<file path="config.mk">
export PLATFORM = sky130hd
export DESIGN_NAME = frame_loader_flat
export DESIGN_NICKNAME = d
export VERILOG_FILES = /design/src/rtl/sobel_pkg.sv /design/src/rtl/frame_loader_if.sv /design/src/rtl/frame_loader.sv /design/src/flat_wrapper.sv
export SDC_FILE = /design/constraint.sdc
export NUM_CORES = 1
export LEC_CHECK = 0
export BUFFER_PORTS_ARGS = -buffer_cell sky130_fd_sc_hd__buf_2
export CORE_MARGIN = 5
export CORE_UTILIZATION = 40
export CTS_BUF_LIST = sky130_fd_sc_hd__clkbuf_8
export CTS_CLUSTER_DIAMETER = 40
export DETAILED_ROUTE_END_ITERATION = 16
export PLACE_DENSITY = 0.65
export SLEW_MARGIN = 0
export SYNTH_ARGS = -nofsm -noshare
export SYNTH_HDL_FRONTEND = slang
export SYNTH_SLANG_ARGS = --single-unit
</file>
<file path="constraint.sdc">
create_clock -name clk -period 1.8 [get_ports clk]
set_input_delay 0.18 -clock clk [delete_from_list [all_inputs] [get_ports clk]]
set_output_delay 0.18 -clock clk [all_outputs]
set_load 0.05 [all_outputs]
</file>
<file path="src/rtl/sobel_pkg.sv">
// rtl/sobel_pkg.sv - state encodings and frame geometry shared by the frame loader and the Sobel FSM
package sobel_pkg;

  typedef enum logic [2:0] {
    ST_IDLE  = 3'd0,
    ST_LOAD  = 3'd1,
    ST_DRAIN = 3'd2,
    ST_PAD   = 3'd3,
    ST_DONE  = 3'd4,
    ST_WAIT  = 3'd5
  } state_e;

  function automatic int frame_size(input int width, input int height);
    return width * height;
  endfunction

endpackage

</file>
<file path="src/rtl/frame_loader_if.sv">
// rtl/frame_loader_if.sv - upstream pixel stream plus BRAM0 write port seen by the frame loader
interface frame_loader_if #(
  parameter int DATA_WIDTH = 8,
  parameter int ADDR_WIDTH = 16
);
  logic                  s_valid;
  logic [DATA_WIDTH-1:0] s_data;
  logic                  s_last;
  logic                  s_ready;
  logic                  b0_ce0;
  logic                  b0_we0;
  logic [ADDR_WIDTH-1:0] b0_addr0;
  logic [DATA_WIDTH-1:0] b0_d0;

  modport master (
    output s_valid, s_data, s_last,
    input  s_ready, b0_ce0, b0_we0, b0_addr0, b0_d0
  );

  modport slave (
    input  s_valid, s_data, s_last,
    output s_ready, b0_ce0, b0_we0, b0_addr0, b0_d0
  );
endinterface

</file>
<file path="src/rtl/frame_loader.sv">
// rtl/frame_loader.sv - streams one raster frame into BRAM0 and hands it to the Sobel FSM
// Optional FRAME_LOADER_PAD_EN: zero-fill short frames up to FRAME_SIZE.
module frame_loader
  import sobel_pkg::*;
#(
  parameter int DATA_WIDTH   = 8,
  parameter int ADDR_WIDTH   = 16,
  parameter int IMAGE_WIDTH  = 5,
  parameter int IMAGE_HEIGHT = 5
) (
  input  logic                  clk,
  input  logic                  rst,
  input  logic                  i_idle,
  frame_loader_if.slave         bus,
  output logic                  o_en,
  output logic [ADDR_WIDTH-1:0] o_num_cnt,
  output logic                  o_overflow
);

  localparam int FRAME_SIZE = frame_size(IMAGE_WIDTH, IMAGE_HEIGHT);
  localparam logic [ADDR_WIDTH-1:0] LAST_ADDR = ADDR_WIDTH'(FRAME_SIZE - 1);
  localparam logic [ADDR_WIDTH-1:0] FULL_CNT  = ADDR_WIDTH'(FRAME_SIZE);

  state_e                state_q, state_d;
  logic [ADDR_WIDTH-1:0] wr_cnt_q, wr_cnt_d;
  logic [ADDR_WIDTH-1:0] num_cnt_q, num_cnt_d;
  logic                  ovf_q, ovf_d;

  logic                  s_ready;
  logic                  accept;
  logic                  wr_en;
  logic [ADDR_WIDTH-1:0] wr_addr;
  logic [DATA_WIDTH-1:0] wr_data;

  // BRAM0 write is combinational on the accept cycle so pixels land with zero latency
  always_comb begin
    state_d   = state_q;
    wr_cnt_d  = wr_cnt_q;
    num_cnt_d = num_cnt_q;
    ovf_d     = ovf_q;
    wr_en     = 1'b0;
    wr_addr   = '0;
    wr_data   = '0;
    s_ready   = (state_q == ST_LOAD) || (state_q == ST_DRAIN);
    accept    = bus.s_valid && s_ready;

    case (state_q)
      ST_IDLE: begin
        if (i_idle) state_d = ST_LOAD;
      end
      ST_LOAD: begin
        if (accept) begin
          wr_en    = 1'b1;
          wr_addr  = wr_cnt_q;
          wr_data  = bus.s_data;
          wr_cnt_d = wr_cnt_q + 1'b1;
          if (wr_cnt_q == LAST_ADDR) begin
            num_cnt_d = FULL_CNT;
            if (bus.s_last) begin
              state_d = ST_DONE;
            end else begin
              state_d = ST_DRAIN;
              ovf_d   = 1'b1;
            end
          end else if (bus.s_last) begin
`ifdef FRAME_LOADER_PAD_EN
            state_d   = ST_PAD;
`else
            state_d   = ST_DONE;
            num_cnt_d = wr_cnt_q + 1'b1;
`endif
          end
        end
      end
      ST_DRAIN: begin
        if (accept && bus.s_last) state_d = ST_DONE;
      end
`ifdef FRAME_LOADER_PAD_EN
      ST_PAD: begin
        wr_en    = 1'b1;
        wr_addr  = wr_cnt_q;
        wr_cnt_d = wr_cnt_q + 1'b1;
        if (wr_cnt_q == LAST_ADDR) begin
          state_d   = ST_DONE;
          num_cnt_d = FULL_CNT;
        end
      end
`endif
      ST_DONE: begin
        wr_cnt_d = '0;
        state_d  = ST_WAIT;
      end
      ST_WAIT: begin
        // downstream has picked up the frame once it leaves idle
        if (!i_idle) state_d = ST_IDLE;
      end
      default: state_d = ST_IDLE;
    endcase
  end

  always_ff @(posedge clk) begin
    if (rst) begin
      state_q   <= ST_IDLE;
      wr_cnt_q  <= '0;
      num_cnt_q <= '0;
      ovf_q     <= 1'b0;
    end else begin
      state_q   <= state_d;
      wr_cnt_q  <= wr_cnt_d;
      num_cnt_q <= num_cnt_d;
      ovf_q     <= ovf_d;
    end
  end

  assign bus.s_ready  = s_ready;
  assign bus.b0_ce0   = wr_en;
  assign bus.b0_we0   = wr_en;
  assign bus.b0_addr0 = wr_addr;
  assign bus.b0_d0    = wr_data;
  assign o_en         = (state_q == ST_DONE);
  assign o_num_cnt    = num_cnt_q;
  assign o_overflow   = ovf_q;

endmodule
</file>
<file path="src/flat_wrapper.sv">
// flat-port wrapper written by rule: the top's interface ports become plain ports
module frame_loader_flat import sobel_pkg::*;
#(
  parameter int DATA_WIDTH   = 8,
  parameter int ADDR_WIDTH   = 16,
  parameter int IMAGE_WIDTH  = 5,
  parameter int IMAGE_HEIGHT = 5
)
  (clk, rst, i_idle, o_en, o_num_cnt, o_overflow, bus_s_valid, bus_s_data, bus_s_last, bus_s_ready, bus_b0_ce0, bus_b0_we0, bus_b0_addr0, bus_b0_d0);
  frame_loader_if #(.DATA_WIDTH(DATA_WIDTH), .ADDR_WIDTH(ADDR_WIDTH)) bus_i ();
  input  logic clk;
  input  logic rst;
  input  logic i_idle;
  output logic o_en;
  output logic [ADDR_WIDTH-1:0] o_num_cnt;
  output logic o_overflow;
  input wire logic [$bits(bus_i.s_valid)-1:0] bus_s_valid;
  input wire logic [$bits(bus_i.s_data)-1:0] bus_s_data;
  input wire logic [$bits(bus_i.s_last)-1:0] bus_s_last;
  output wire logic [$bits(bus_i.s_ready)-1:0] bus_s_ready;
  output wire logic [$bits(bus_i.b0_ce0)-1:0] bus_b0_ce0;
  output wire logic [$bits(bus_i.b0_we0)-1:0] bus_b0_we0;
  output wire logic [$bits(bus_i.b0_addr0)-1:0] bus_b0_addr0;
  output wire logic [$bits(bus_i.b0_d0)-1:0] bus_b0_d0;
  assign bus_i.s_valid = bus_s_valid;
  assign bus_i.s_data = bus_s_data;
  assign bus_i.s_last = bus_s_last;
  assign bus_s_ready = bus_i.s_ready;
  assign bus_b0_ce0 = bus_i.b0_ce0;
  assign bus_b0_we0 = bus_i.b0_we0;
  assign bus_b0_addr0 = bus_i.b0_addr0;
  assign bus_b0_d0 = bus_i.b0_d0;
  frame_loader #(.DATA_WIDTH(DATA_WIDTH), .ADDR_WIDTH(ADDR_WIDTH), .IMAGE_WIDTH(IMAGE_WIDTH), .IMAGE_HEIGHT(IMAGE_HEIGHT)) u_core (.clk(clk), .rst(rst), .i_idle(i_idle), .bus(bus_i), .o_en(o_en), .o_num_cnt(o_num_cnt), .o_overflow(o_overflow));
endmodule
</file>
======== Word level (Yosys, flattened, before mapping) ========
Index checks and enable logic that the tools add are counted.
operators by class
  reductions and logical operators ........ 10
  mux-type cells .......................... 18
  bitwise logic cells ..................... 1
  add/sub/neg operators ................... 1
  equality and inequality tests ........... 10
operators with widths
  kind                     count
  $mux W16                 5
  $pmux W16 S2             1
  $mux W3                  7
  $add A16 B1 Y16 const B  1
  $eq A16 B5 Y1 const B    1
  $mux W8                  2
  $pmux W3 S5              1
  $eq A3 B3 Y1 const B     2
  $ne A2 B2 Y1 const B     3
  $reduce_and A5 Y1        1
  $reduce_and A4 Y1        1
  $reduce_bool A2 Y1       2
  $eq A3 B1 Y1 const B     1
  $eq A3 B2 Y1 const B     1
  $logic_not A3 Y1         1
  $ne A3 B3 Y1 const B     1
  $reduce_and A3 Y1        1
  $logic_and A1 B1 Y1      2
  $mux W1                  2
  $ne A2 B1 Y1 const B     1
  $reduce_and A2 Y1        1
  $logic_or A1 B1 Y1       1
  $not A1 Y1               1
storage, ports and cells
  output and inout bits ................... 45
  bits in registers ....................... 36

======== Logic depth before layout (Yosys ltp) ========
Gate-level depths: netlist (run 1).
  depth after elaboration ................. 6
  mapped depth ............................ 7

======== Least setup slack after synthesis (run 1) ========
Ideal clock, no wire load.
  kind .................................... register -> output
  start point ............................. register u_core.state_q[1]
  end point ............................... output port bus_b0_addr0[14]
  path slack .............................. -354 ps
  buffers on the path ..................... 3
  arrival time ............................ 1974 ps
  data required time ...................... 1620 ps
  cell stages (with the launch flop) ...... 7
  cell sequence ........................... dfxtp_1 > buf_2 > nand4bb_1 > buf_2 > inv_1 > clkbuf_1 > and2_1
between the ends
  cells in the longest elaborated chain, start to end .. 5
ends and longest elaborated chain
  item                                          line                                    text
  start, declared                               frame_loader.sv:24                      state_e state_q, state_d;
  start signal, assigned                        frame_loader.sv:108                     state_q <= state_d;
  $eq A3 B1 Y1 or $eq A3 B2 Y1 (tied branches)  frame_loader.sv:44, frame_loader.sv:47
  $logic_or A1 B1 Y1                            frame_loader.sv:44                      s_ready = (state_q == ST_LOAD) || (state_q == ST_DRAIN);
  $logic_and A1 B1 Y1                           frame_loader.sv:45                      accept = bus.s_valid && s_ready;
  $mux W16                                      frame_loader.sv:52                      if (accept) begin
  $mux W16 (*)                                  frame_loader.sv:47                      case (state_q)
  end, declared                                 flat_wrapper.sv:23                      output wire logic [$bits(bus_i.b0_addr0)-1:0] bus_b0_addr0;
Mark *: on every way between the ends. The rest lies on a longest branch, timed or not.

======== Worst setup path after layout (run 1) ========
  start point ............................. register u_core.state_q[1]
  end point ............................... output port bus_b0_addr0[15]
Same word-level chain as after synthesis.

==> results of run 1 <==
-- power by group through the flow --
| stage | clock network [mW] | registers [mW] | logic, mW |
|---|---|---|---|
| 2_1_floorplan | 0 | 0.848 | 0.210 |
| 3_3_place_gp | 0 | 0.832 | 0.316 |
| 3_5_place_dp | 0 | 0.832 | 0.319 |
| 4_1_cts | 0.587 | 0.813 | 0.320 |
| 5_1_grt | 0.627 | 0.817 | 0.354 |
| 6_report | 0.571 | 0.816 | 0.329 |
-- worst min-delay path by stage --
stage                                       endpoint                              from  cells after the start  slack, ns
finish                u_core.state_q[2]$_SDFFE_PP0P_                            i_idle                      3       0.24
CTS                   u_core.state_q[2]$_SDFFE_PP0P_                            i_idle                      3       0.23
global route          u_core.state_q[2]$_SDFFE_PP0P_                            i_idle                      3       0.24
floorplan           u_core.o_num_cnt[8]$_SDFFE_PP0P_                        bus_s_last                      2       0.37
global placement    u_core.o_num_cnt[1]$_SDFFE_PP0P_  u_core.o_num_cnt[1]$_SDFFE_PP0P_                      2       0.45
detailed placement    u_core.o_overflow$_SDFFE_PP0P_    u_core.o_overflow$_SDFFE_PP0P_                      1       0.45
-- cells in the mapped netlist (all sizes together) (2+ instances only) --
master / n / share of area (%)
a21oi: 13 / 3.7
a31oi: 2 / 0.60
and2: 22 / 6.7
buf: 10 / 4.3
clkbuf: 9 / 2.1
dfxtp: 36 / 35
ha: 2 / 1.2
inv: 21 / 3.8
nand2: 15 / 2.7
nand2b: 2 / 0.60
nand3: 12 / 2.9
nand4: 6 / 2.5
nor2: 13 / 2.4
nor3: 10 / 2.7
nor4: 5 / 2.2
o211a: 2 / 0.97
o21a: 3 / 1.1
o21ai: 5 / 1.2
o221a: 3 / 1.6
o2bb2ai: 6 / 2.5
o32ai: 13 / 5.5
or3: 3 / 0.91
xnor2: 13 / 5.5
-- sequential cells by signal, summed over array words and instances (netlist names) --
signal             count
u_core.state_q         3
u_core.o_num_cnt      16
u_core.o_overflow      1
u_core.wr_cnt_q       16
-- kinds of logic (layout without fill, tap and decap cells) --
logic type                 after synthesis  count (layout)  synth area share (%)
AOI/OAI and AO/OA                       54              54                  20.5
xor gates and xnor gates                14              14                  5.92
adders and majority gates                2               2                  1.21
buffers and inverters                   40             107                  10.2
DFF                                     36              36                  34.8
muxes                                    1               1                 0.483
and+or+nand+nor                         94              94                  26.9
-- routing by layer --
layer  track usage (%)  share of wire (%)  vias to the layer above
met5                 0                  0                        -
met4              6.98                2.1                        0
met3              3.18                6.8                       12
met2              26.5                 46                       87
met1              23.9                 45                      921
li1                  -                  -                      987
-- worst max-delay path: stages (launching register included) --
cell and delay (ns):
dfxtp_1 0.31, nand4bb_4 0.23, inv_2 0.09, buf_12 0.16, and2_1 0.16, clkbuf_4 0.24
-- through the flow --
step | std cells | cell area (sq um) | worst slack, ns
6_report | 378 | 2680 | 0.119
5_1_grt | 378 | 2680 | 0.00627
4_1_cts | 378 | 2610 | 0.0310
3_5_place_dp | 370 | 2510 | 0.0977
3_3_place_gp | 370 | 2510 | 0.168
2_1_floorplan | 241 | 2090 | -0.0479
-- area by class of cell --
class                           instances  area [sq um]
Fill cell                             500          2400
Multi-Input combinational cell        165          1180
Sequential cell                        36           721
Timing Repair Buffer                   78           522
Tap cell                               70          87.6
Inverter                               21          78.8
Clock buffer                            5          68.8
Clock inverter                          3          18.8
-- placed cells by master, fill, tap and decap left out, drive strengths merged, types with 2 or more instances in the layout --
cell type  netlist  layout
a21oi           13      13
a31oi            2       2
and2            22      22
buf             10      59
clkbuf           9      24
clkinv           0       3
dfxtp           36      36
ha               2       2
inv             21      21
nand2           15      15
nand2b           2       2
nand3           12      12
nand4            6       6
nor2            13      13
nor3            10      10
nor4             5       5
o211a            2       2
o21a             3       3
o21ai            5       5
o221a            3       3
o2bb2ai          6       6
o32ai           13      13
or3              3       3
xnor2           13      13
==> results.ini, run 1 <==
[critical_path]
reg2reg_depth=6
crit_path_start=u_core.state_q[1]$_SDFFE_PP0P_
reg2reg_to=u_core.state_q[0]$_SDFFE_PP0P_
r2r-start=u_core.wr_cnt_q[0]$_SDFFE_PP0P_
critPathLaunchType=register
criticalPathCategory=reg2out
r2r_slack_ns=0.12
crit_path_end=bus_b0_addr0[15]
worst_ep_arrival_time_ns=1.50
cp.required_ns=1.62
worstSetupEndpointType=output port
critPathMaxFanout=32

[timing]
final_hold_viol_count=0
maxSlewHeadroom_pct=69.1
tightestPinTransition_ns=0.461
whs_ns=0.239
grt_setup_unrepaired=false
min_period_over_period_pct=93.4
fin_tns_setup_ns=0
slew_violations=0
setup_viol=0
fmax_mhz=595
fin_skew_ns=0.0114
period_needed_ns=1.68

[power_and_ir_drop]
clock_power_share_pct=33.3
combPwrFrac_pct=19.2
power_density_nw_per_um2=641
switching_share_pct=30.5
peakVddDrop_uv=409
power_mw=1.72
seq_power_share_pct=47.6
intPower_mw=1.19
power.switching_mw=0.523
p_leak_nw=1.08

[finish]
finalNetCount=322
area_delta_synth_final_pct=29.2
drive_gt1_share_pct=37.7
final_core_util_pct=52.8
n_antenna_cell=0

[yosys]
syn_avg_cell_area_sq_um=8.60
synth_nets=256
yosys_warnings=0
ys_ff_latch=36
synth_edf_count=0
synthFlopType=dfxtp_1
netlist_area_sq_um=2070
synth_seq_area_share_pct=34.8
yosysUniqueCellTypes=47
async_flop_share_pct=0
syn_inst=241

[clock_network]
clock_sinks=36
cts_setup_buffers=0
cts-htree-levels=2
cts_buffers=5
cts_resized=1
cts_hold_buf=0
clkLatencyLatePin_ns=0.30
cts_max_path_buffers=2
cts_tree=yes
clockRootBuffer=clkbuf_8
path_clk_slew_ns=0.07

[route]
wl_per_cell_microns=14.8
ant_nets=0
wirelength_microns=5580
first_iter_violations=193
dr.pass1.iters=4
vias=2007
via_per_inst=5.31
drc=0

[die]
die_w_microns=82.0
die-area_sq_um=6720
die_height_microns=82.0
num_rows=26
core_area_sq_um=5070
ios=58
initial_core_util_pct=40.8

[status]
status=finished clean

[global_route]
grt_max_degree=33
overflow=0
antenna_found_initial=0
grt_pass1_vias=1850
grtUsageTotal_pct=17.3
grt_first_pass_wirelength_microns=8900

[place]
hpwl_microns=4050
place.gp.congestion=0.888
io_buffers=57

[hold_path]
hold_path_class=in2reg

[job]
max-cap-violations=0

Power figures use the tool's default switching activity.
==> run 2, diff against run 1 <==
--- a/config.mk
+++ b/config.mk
@@ -7,11 +7,12 @@
 export LEC_CHECK = 0
 export BUFFER_PORTS_ARGS = -buffer_cell sky130_fd_sc_hd__buf_2
 export CORE_MARGIN = 5
-export CORE_UTILIZATION = 40
+export CORE_UTILIZATION = 54
 export CTS_BUF_LIST = sky130_fd_sc_hd__clkbuf_8
 export CTS_CLUSTER_DIAMETER = 40
 export DETAILED_ROUTE_END_ITERATION = 16
-export PLACE_DENSITY = 0.65
+export GPL_TIMING_DRIVEN = 1
+export PLACE_DENSITY = 0.83
 export SLEW_MARGIN = 0
 export SYNTH_ARGS = -nofsm -noshare
 export SYNTH_HDL_FRONTEND = slang
==> run 2 against run 1 <==
Cell area is 3.0% lower. Non-clock buffer count is 2 lower. Clock skew is 0.0040 ns lower. Critical path depth stayed put. Flip-flop and latch count stayed put. Global-route usage is 4.1 points higher. Critical endpoint is now bus_b0_addr0[6].
==> results.ini, run 2 (same netlist as run 1, synthesis figures left out) <==
[status]
status=finished clean  ; unchanged

[critical_path]
crit_chain=nand4bb_4, inv_2, buf_12, and2_2, buf_2  ; was nand4bb_4, inv_2, buf_12, and2_1, clkbuf_4
crit_path_end=bus_b0_addr0[6]  ; was bus_b0_addr0[15]
r2r-start=u_core.wr_cnt_q[0]$_SDFFE_PP0P_  ; unchanged
critPathLaunchType=register  ; unchanged
slowest_delay_ns=0.32  ; was 0.31 ns
worstSetupEndpointType=output port  ; unchanged
reg2reg_to=u_core.state_q[0]$_SDFFE_PP0P_  ; unchanged
critPathMaxFanout=32  ; unchanged
crit_path_start=u_core.state_q[1]$_SDFFE_PP0P_  ; unchanged
worst_ep_arrival_time_ns=1.52  ; was 1.50 ns
r2r_slack_ns=0.1  ; was 0.12 ns
reg2reg_depth=6  ; unchanged
cp_slowest_cell=dfxtp_1  ; unchanged
criticalPathCategory=reg2out  ; unchanged
cp.required_ns=1.62  ; about the same

[power_and_ir_drop]
peakVddDrop_uv=526  ; was 409 uV
intPower_mw=1.18  ; was 1.19 mW
combPwrFrac_pct=20.0  ; was 19.2%
power_density_nw_per_um2=644  ; was 641 nW/um^2
clock_power_share_pct=31.3  ; was 33.3%
power.switching_mw=0.492  ; was 0.523 mW
switching_share_pct=29.4  ; was 30.5%
seq_power_share_pct=48.7  ; was 47.6%
p_leak_nw=1.06  ; was 1.08 nW

[timing]
min_period_over_period_pct=94.5  ; was 93.4%
fmax_mhz=588  ; was 595 MHz
maxSlewHeadroom_pct=70.3  ; was 69.1%
grt_setup_unrepaired=true  ; was false
period_needed_ns=1.70  ; was 1.68 ns
setup_viol=0  ; unchanged
fin_skew_ns=0.00738  ; was 0.0114 ns
layout_setup_ws_ns=0.0993  ; was 0.119 ns
final_hold_viol_count=0  ; unchanged
tightestPinTransition_ns=0.444  ; was 0.461 ns
slew_violations=0  ; unchanged

[die]
num_rows=22  ; was 26
ios=58  ; unchanged
die-area_sq_um=5180  ; was 6720 sq um
die_height_microns=71.9  ; was 82.0 microns
die_w_microns=71.9  ; was 82.0 microns
core_area_sq_um=3690  ; was 5070 sq um
initial_core_util_pct=56.2  ; was 40.8%

[finish]
finalNetCount=320  ; was 322
final_common_cell=buf_2  ; unchanged
finalInstanceArea_sq_um=2600  ; was 2680 sq um
final_core_util_pct=70.4  ; was 52.8%
fillers=313  ; was 500
area_delta_synth_final_pct=25.4  ; was 29.2%
drive_gt1_share_pct=36.4  ; was 37.7%
final_cell_mix=buf_2 (42), dfxtp_1 (36), inv_1 (21)  ; was buf_2 (37), dfxtp_1 (36), inv_1 (19), clkbuf_4 (19), buf_4 (19)
n_antenna_cell=0  ; unchanged

[clock_network]
clkLatencyLatePin_ns=0.29  ; was 0.30 ns
cts-htree-levels=2  ; unchanged
cts_hold_buf=0  ; unchanged
cts_buffers=5  ; unchanged
cts_max_path_buffers=2  ; unchanged
clockRootBuffer=clkbuf_8  ; unchanged
cts_tree=yes  ; unchanged
clock_sinks=36  ; unchanged
path_clk_slew_ns=0.07  ; about the same

[global_route]
grt_first_pass_wirelength_microns=8710  ; was 8900 microns
grt_pass1_vias=1834  ; was 1850
overflow=0  ; unchanged
grtUsageTotal_pct=21.5  ; was 17.3%
antenna_found_initial=0  ; unchanged
grt_max_degree=33  ; unchanged

[place]
io_buffers=57  ; unchanged
place.gp.congestion=0.858  ; was 0.888
hpwl_microns=3980  ; was 4050 microns
postPlaceCellArea_sq_um=2450  ; was 2510 sq um
place_ws_ns=0.128  ; was 0.0977 ns

[route]
wl_per_cell_microns=15.4  ; was 14.8 microns
dr.pass1.iters=4  ; unchanged
first_iter_violations=141  ; was 193
drc=0  ; unchanged
via_per_inst=5.64  ; was 5.31
wirelength_microns=5440  ; was 5580 microns
ant_nets=0  ; unchanged
vias=1992  ; was 2007

[hold_path]
hold_path_class=in2reg  ; unchanged

[job]
max-cap-violations=0  ; unchanged

[run 2: cell types whose count changed in the layout (fill, tap and decap cells not counted), sizes merged]
cell / before / now
clkinv: 3 / 1
clkbuf: 24 / 19
buf: 59 / 62
inv: 21 / 22
[run 2: metal layers]
| metal | part of all wire, % | track usage (%) | vias to the layer above |
|---|---|---|---|
| li1 | - | - | 990 |
| met1 | 40 | 26.7 | 898 |
| met2 | 48 | 35.6 | 92 |
| met3 | 9.6 | 5.68 | 12 |
| met4 | 2.2 | 8.14 | 0 |
| met5 | 0 | 0 | - |
[run 2: layout make-up]
class | instances | area, sq um | share of cell area (%)
Clock buffer | 5 | 68.8 | 2.65
Clock inverter | 2 | 8.76 | 0.337
Inverter | 21 | 78.8 | 3.03
Multi-Input combinational cell | 165 | 1180 | 45.5
Sequential cell | 36 | 721 | 27.7
Tap cell | 48 | 60.1 | 2.31
Timing Repair Buffer | 76 | 478 | 18.4
[run 2: power groups by stage]
| stage | clock (mW) | combinational [mW] | sequential (mW) |
|---|---|---|---|
| after floorplan | 0 | 0.210 | 0.848 |
| after global placement | 0 | 0.312 | 0.831 |
| after detailed placement | 0 | 0.319 | 0.832 |
| after CTS | 0.532 | 0.320 | 0.813 |
| after global routing | 0.565 | 0.360 | 0.817 |
| final | 0.524 | 0.334 | 0.815 |
[run 2: worst max-delay path, delay by kind of cell (launching register included)]
kind | cells | cell delay [ns]
buffers and inverters | 3 | 0.51
AND/OR/NAND/NOR | 2 | 0.40
flip-flops | 1 | 0.32
[run 2: how the worst min path moves through the flow]
stage                                         from                                to  slack (ns)  depth (start not counted)
floorplan                               bus_s_last  u_core.o_num_cnt[8]$_SDFFE_PP0P_        0.37                          2
global placement    u_core.o_overflow$_SDFFE_PP0P_    u_core.o_overflow$_SDFFE_PP0P_        0.44                          1
detailed placement  u_core.o_overflow$_SDFFE_PP0P_    u_core.o_overflow$_SDFFE_PP0P_        0.46                          1
CTS                                         i_idle    u_core.state_q[2]$_SDFFE_PP0P_        0.22                          3
global route                                i_idle    u_core.state_q[2]$_SDFFE_PP0P_        0.25                          3
finish                                      i_idle    u_core.state_q[2]$_SDFFE_PP0P_        0.23                          3
[run 2: what timing repair did]
item                                    4_1_cts  5_1_grt
buffers inserted                              0        1
pin swaps                                     0        2
resized for setup                             1       17
endpoints found under the setup margin        1       24
[run 2: per-stage QoR]
stage | TNS, ns | cells | hold WS, ns | power (mW)
after global routing | -0.197 | 353 | 0.251 | 1.74
after detailed placement | 0 | 345 | 0.461 | 1.15
after floorplan | -0.0479 | 241 | 0.369 | 1.06
after global placement | 0 | 345 | 0.445 | 1.14
after CTS | 0 | 352 | 0.223 | 1.67
final | 0 | 353 | 0.229 | 1.67
==> run 3, diff against run 2 <==
--- a/config.mk
+++ b/config.mk
@@ -7,12 +7,11 @@
 export LEC_CHECK = 0
 export BUFFER_PORTS_ARGS = -buffer_cell sky130_fd_sc_hd__buf_2
 export CORE_MARGIN = 5
-export CORE_UTILIZATION = 54
-export CTS_BUF_LIST = sky130_fd_sc_hd__clkbuf_8
+export CORE_UTILIZATION = 52
 export CTS_CLUSTER_DIAMETER = 40
 export DETAILED_ROUTE_END_ITERATION = 16
 export GPL_TIMING_DRIVEN = 1
-export PLACE_DENSITY = 0.83
+export PLACE_DENSITY = 0.81
 export SLEW_MARGIN = 0
 export SYNTH_ARGS = -nofsm -noshare
 export SYNTH_HDL_FRONTEND = slang
==> run 3 against run 2 <==
First-iteration DRC count decreased by 7.1%. Non-clock buffer count unchanged. Final cell count increased by 0.57%. Utilization decreased by 3.7 points.
==> results.ini, run 3 (same netlist as run 1, synthesis figures left out) <==
[status]
status=finished clean  ; unchanged

[route]
vias=2013  ; was 1992
wl_per_cell_microns=15.1  ; was 15.4 microns
dr.pass1.iters=4  ; unchanged
first_iter_violations=131  ; was 141
wirelength_microns=5370  ; was 5440 microns
drc=0  ; unchanged
via_per_inst=5.67  ; was 5.64
ant_nets=0  ; unchanged

[critical_path]
worst-path-buf-inv=1  ; was 3
critPathLaunchType=register  ; unchanged
critPathTopFamily=compound AO/OA/AOI/OAI gates  ; was buffers and inverters
crit_chain=inv_1, ha_1, nor4b_4, nand4_4, a221o_1, o21a_1  ; was nand4bb_4, inv_2, buf_12, and2_2, buf_2
slowest_delay_ns=0.39  ; was 0.32 ns
cp_slowest_cell=a221o_1  ; was dfxtp_1
cp.required_ns=1.97  ; was 1.62 ns
worst_ep_arrival_time_ns=1.88  ; was 1.52 ns
criticalPathCategory=reg2reg  ; was reg2out
worstSetupEndpointType=register  ; was output port
critPathMaxFanout=7  ; was 32

[global_route]
grt_max_degree=26  ; was 33
antenna_found_initial=0  ; unchanged
grtUsageTotal_pct=21.0  ; was 21.5%
grt_first_pass_wirelength_microns=8770  ; was 8710 microns
overflow=0  ; unchanged
grt_pass1_vias=1866  ; was 1834

[clock_network]
cts_setup_buffers=0  ; unchanged
cts_buffers=5  ; unchanged
clkLatencyLatePin_ns=0.28  ; was 0.29 ns
cts_hold_buf=0  ; unchanged
clockRootBuffer=clkbuf_8  ; unchanged
cts_max_path_buffers=2  ; unchanged
clock_sinks=36  ; unchanged
path_clk_slew_ns=0.07  ; about the same
cts-htree-levels=2  ; unchanged
cts_tree=yes  ; unchanged

[finish]
finalInstanceArea_sq_um=2630  ; was 2600 sq um
finalNonFillerCells=355  ; was 353
regArea_sq_um=721  ; unchanged
multi_input_area_sq_um=1180  ; about the same
final_common_cell=buf_2  ; unchanged
final_cell_mix=buf_2 (37), dfxtp_1 (36), buf_4 (32)  ; was buf_2 (42), dfxtp_1 (36), inv_1 (21)
area_delta_synth_final_pct=26.9  ; was 25.4%
n_antenna_cell=0  ; unchanged
finalNetCount=320  ; unchanged
final_core_util_pct=66.7  ; was 70.4%
fillers=325  ; was 313
drive_gt1_share_pct=36.4  ; unchanged

[place]
hpwl_microns=4020  ; was 3980 microns
place.gp.congestion=0.894  ; was 0.858
io_buffers=57  ; unchanged
dp_cells=348  ; was 345
postPlaceCellArea_sq_um=2460  ; was 2450 sq um

[timing]
fin_tns_setup_ns=0  ; unchanged
slew_violations=0  ; unchanged
final_hold_viol_count=0  ; unchanged
fin_skew_ns=0.00685  ; was 0.00738 ns
tightestPinTransition_ns=0.431  ; was 0.444 ns
min_period_over_period_pct=95.0  ; was 94.5%
grt_setup_unrepaired=true  ; unchanged
setup_viol=0  ; unchanged
period_needed_ns=1.71  ; was 1.70 ns
maxSlewHeadroom_pct=71.2  ; was 70.3%
whs_ns=0.244  ; was 0.229 ns
fmax_mhz=585  ; was 588 MHz

[power_and_ir_drop]
p_leak_nw=1.08  ; was 1.06 nW
clock_power_share_pct=34.7  ; was 31.3%
combPwrFrac_pct=18.6  ; was 20.0%
power_density_nw_per_um2=665  ; was 644 nW/um^2
seq_power_share_pct=46.7  ; was 48.7%
intPower_mw=1.26  ; was 1.18 mW
switching_share_pct=27.8  ; was 29.4%
peakVddDrop_uv=411  ; was 526 uV
power.switching_mw=0.486  ; was 0.492 mW

[hold_path]
hold_path_class=in2reg  ; unchanged

[die]
die_w_microns=73.1  ; was 71.9 microns
core_area_sq_um=3940  ; was 3690 sq um
ios=58  ; unchanged
initial_core_util_pct=52.6  ; was 56.2%
die_height_microns=73.1  ; was 71.9 microns
num_rows=23  ; was 22
die-area_sq_um=5350  ; was 5180 sq um

[job]
max-cap-violations=0  ; unchanged

-- run 3: changes by cell type in the layout (fill, tap and decap cells not counted), sizes merged --
cell    before  now
buf         62   71
clkbuf      19   12
clkinv       1    0
inv         22   21
-- run 3: tightest hold or removal path, stage by stage --
cell and delay, ns:
buf_2 0.12, nand4_1 0.10, a211oi_2 0.07
-- run 3: area by class of cell --
class | count | share of cell area [%]
well taps | 50 | 2.38
repair buffers | 76 | 18.8
inverters | 21 | 3.00
multi-input cells | 165 | 44.7
clock buffers | 7 | 3.66
flip-flops and latches | 36 | 27.4
-- run 3: per-stage QoR --
step                total power [mW]  setup WS, ns
finish                          1.75        0.0900
global route                    1.82       -0.0397
CTS                             1.76        0.0124
detailed placement              1.15         0.103
global placement                1.14         0.172
floorplan                       1.06       -0.0479
-- run 3: worst paths after layout --
kind,start,end,slack [ns],depth (start not counted)
hold / removal,i_idle,u_core.state_q[2]$_SDFFE_PP0P_,0.24,3
hold reg to reg,u_core.o_num_cnt[1]$_SDFFE_PP0P_,u_core.o_num_cnt[1]$_SDFFE_PP0P_,0.47,2
setup / recovery,u_core.wr_cnt_q[0]$_SDFFE_PP0P_,u_core.state_q[0]$_SDFFE_PP0P_,0.09,6
setup reg to reg,u_core.wr_cnt_q[0]$_SDFFE_PP0P_,u_core.state_q[0]$_SDFFE_PP0P_,0.09,6
-- run 3: metal layers --
| layer | GRT usage (%) | up-vias | part of all wire (%) |
|---|---|---|---|
| li1 | - | 989 | - |
| met1 | 25.9 | 920 | 40 |
| met2 | 35.1 | 94 | 48 |
| met3 | 5.37 | 10 | 9.6 |
| met4 | 7.79 | 0 | 1.6 |
| met5 | 0 | - | 0 |
-- run 3: what timing repair did --
action / CTS / global route
pin swaps: 0 / 1
resized for setup: 16 / 8
setup endpoints to repair: 21 / 23
-- run 3: power by group through the flow --
stage               clock network, mW  logic [mW]  registers (mW)
floorplan                           0       0.210           0.848
global placement                    0       0.310           0.831
detailed placement                  0       0.314           0.832
CTS                             0.622       0.322           0.814
global route                    0.651       0.350           0.816
finish                          0.607       0.325           0.815
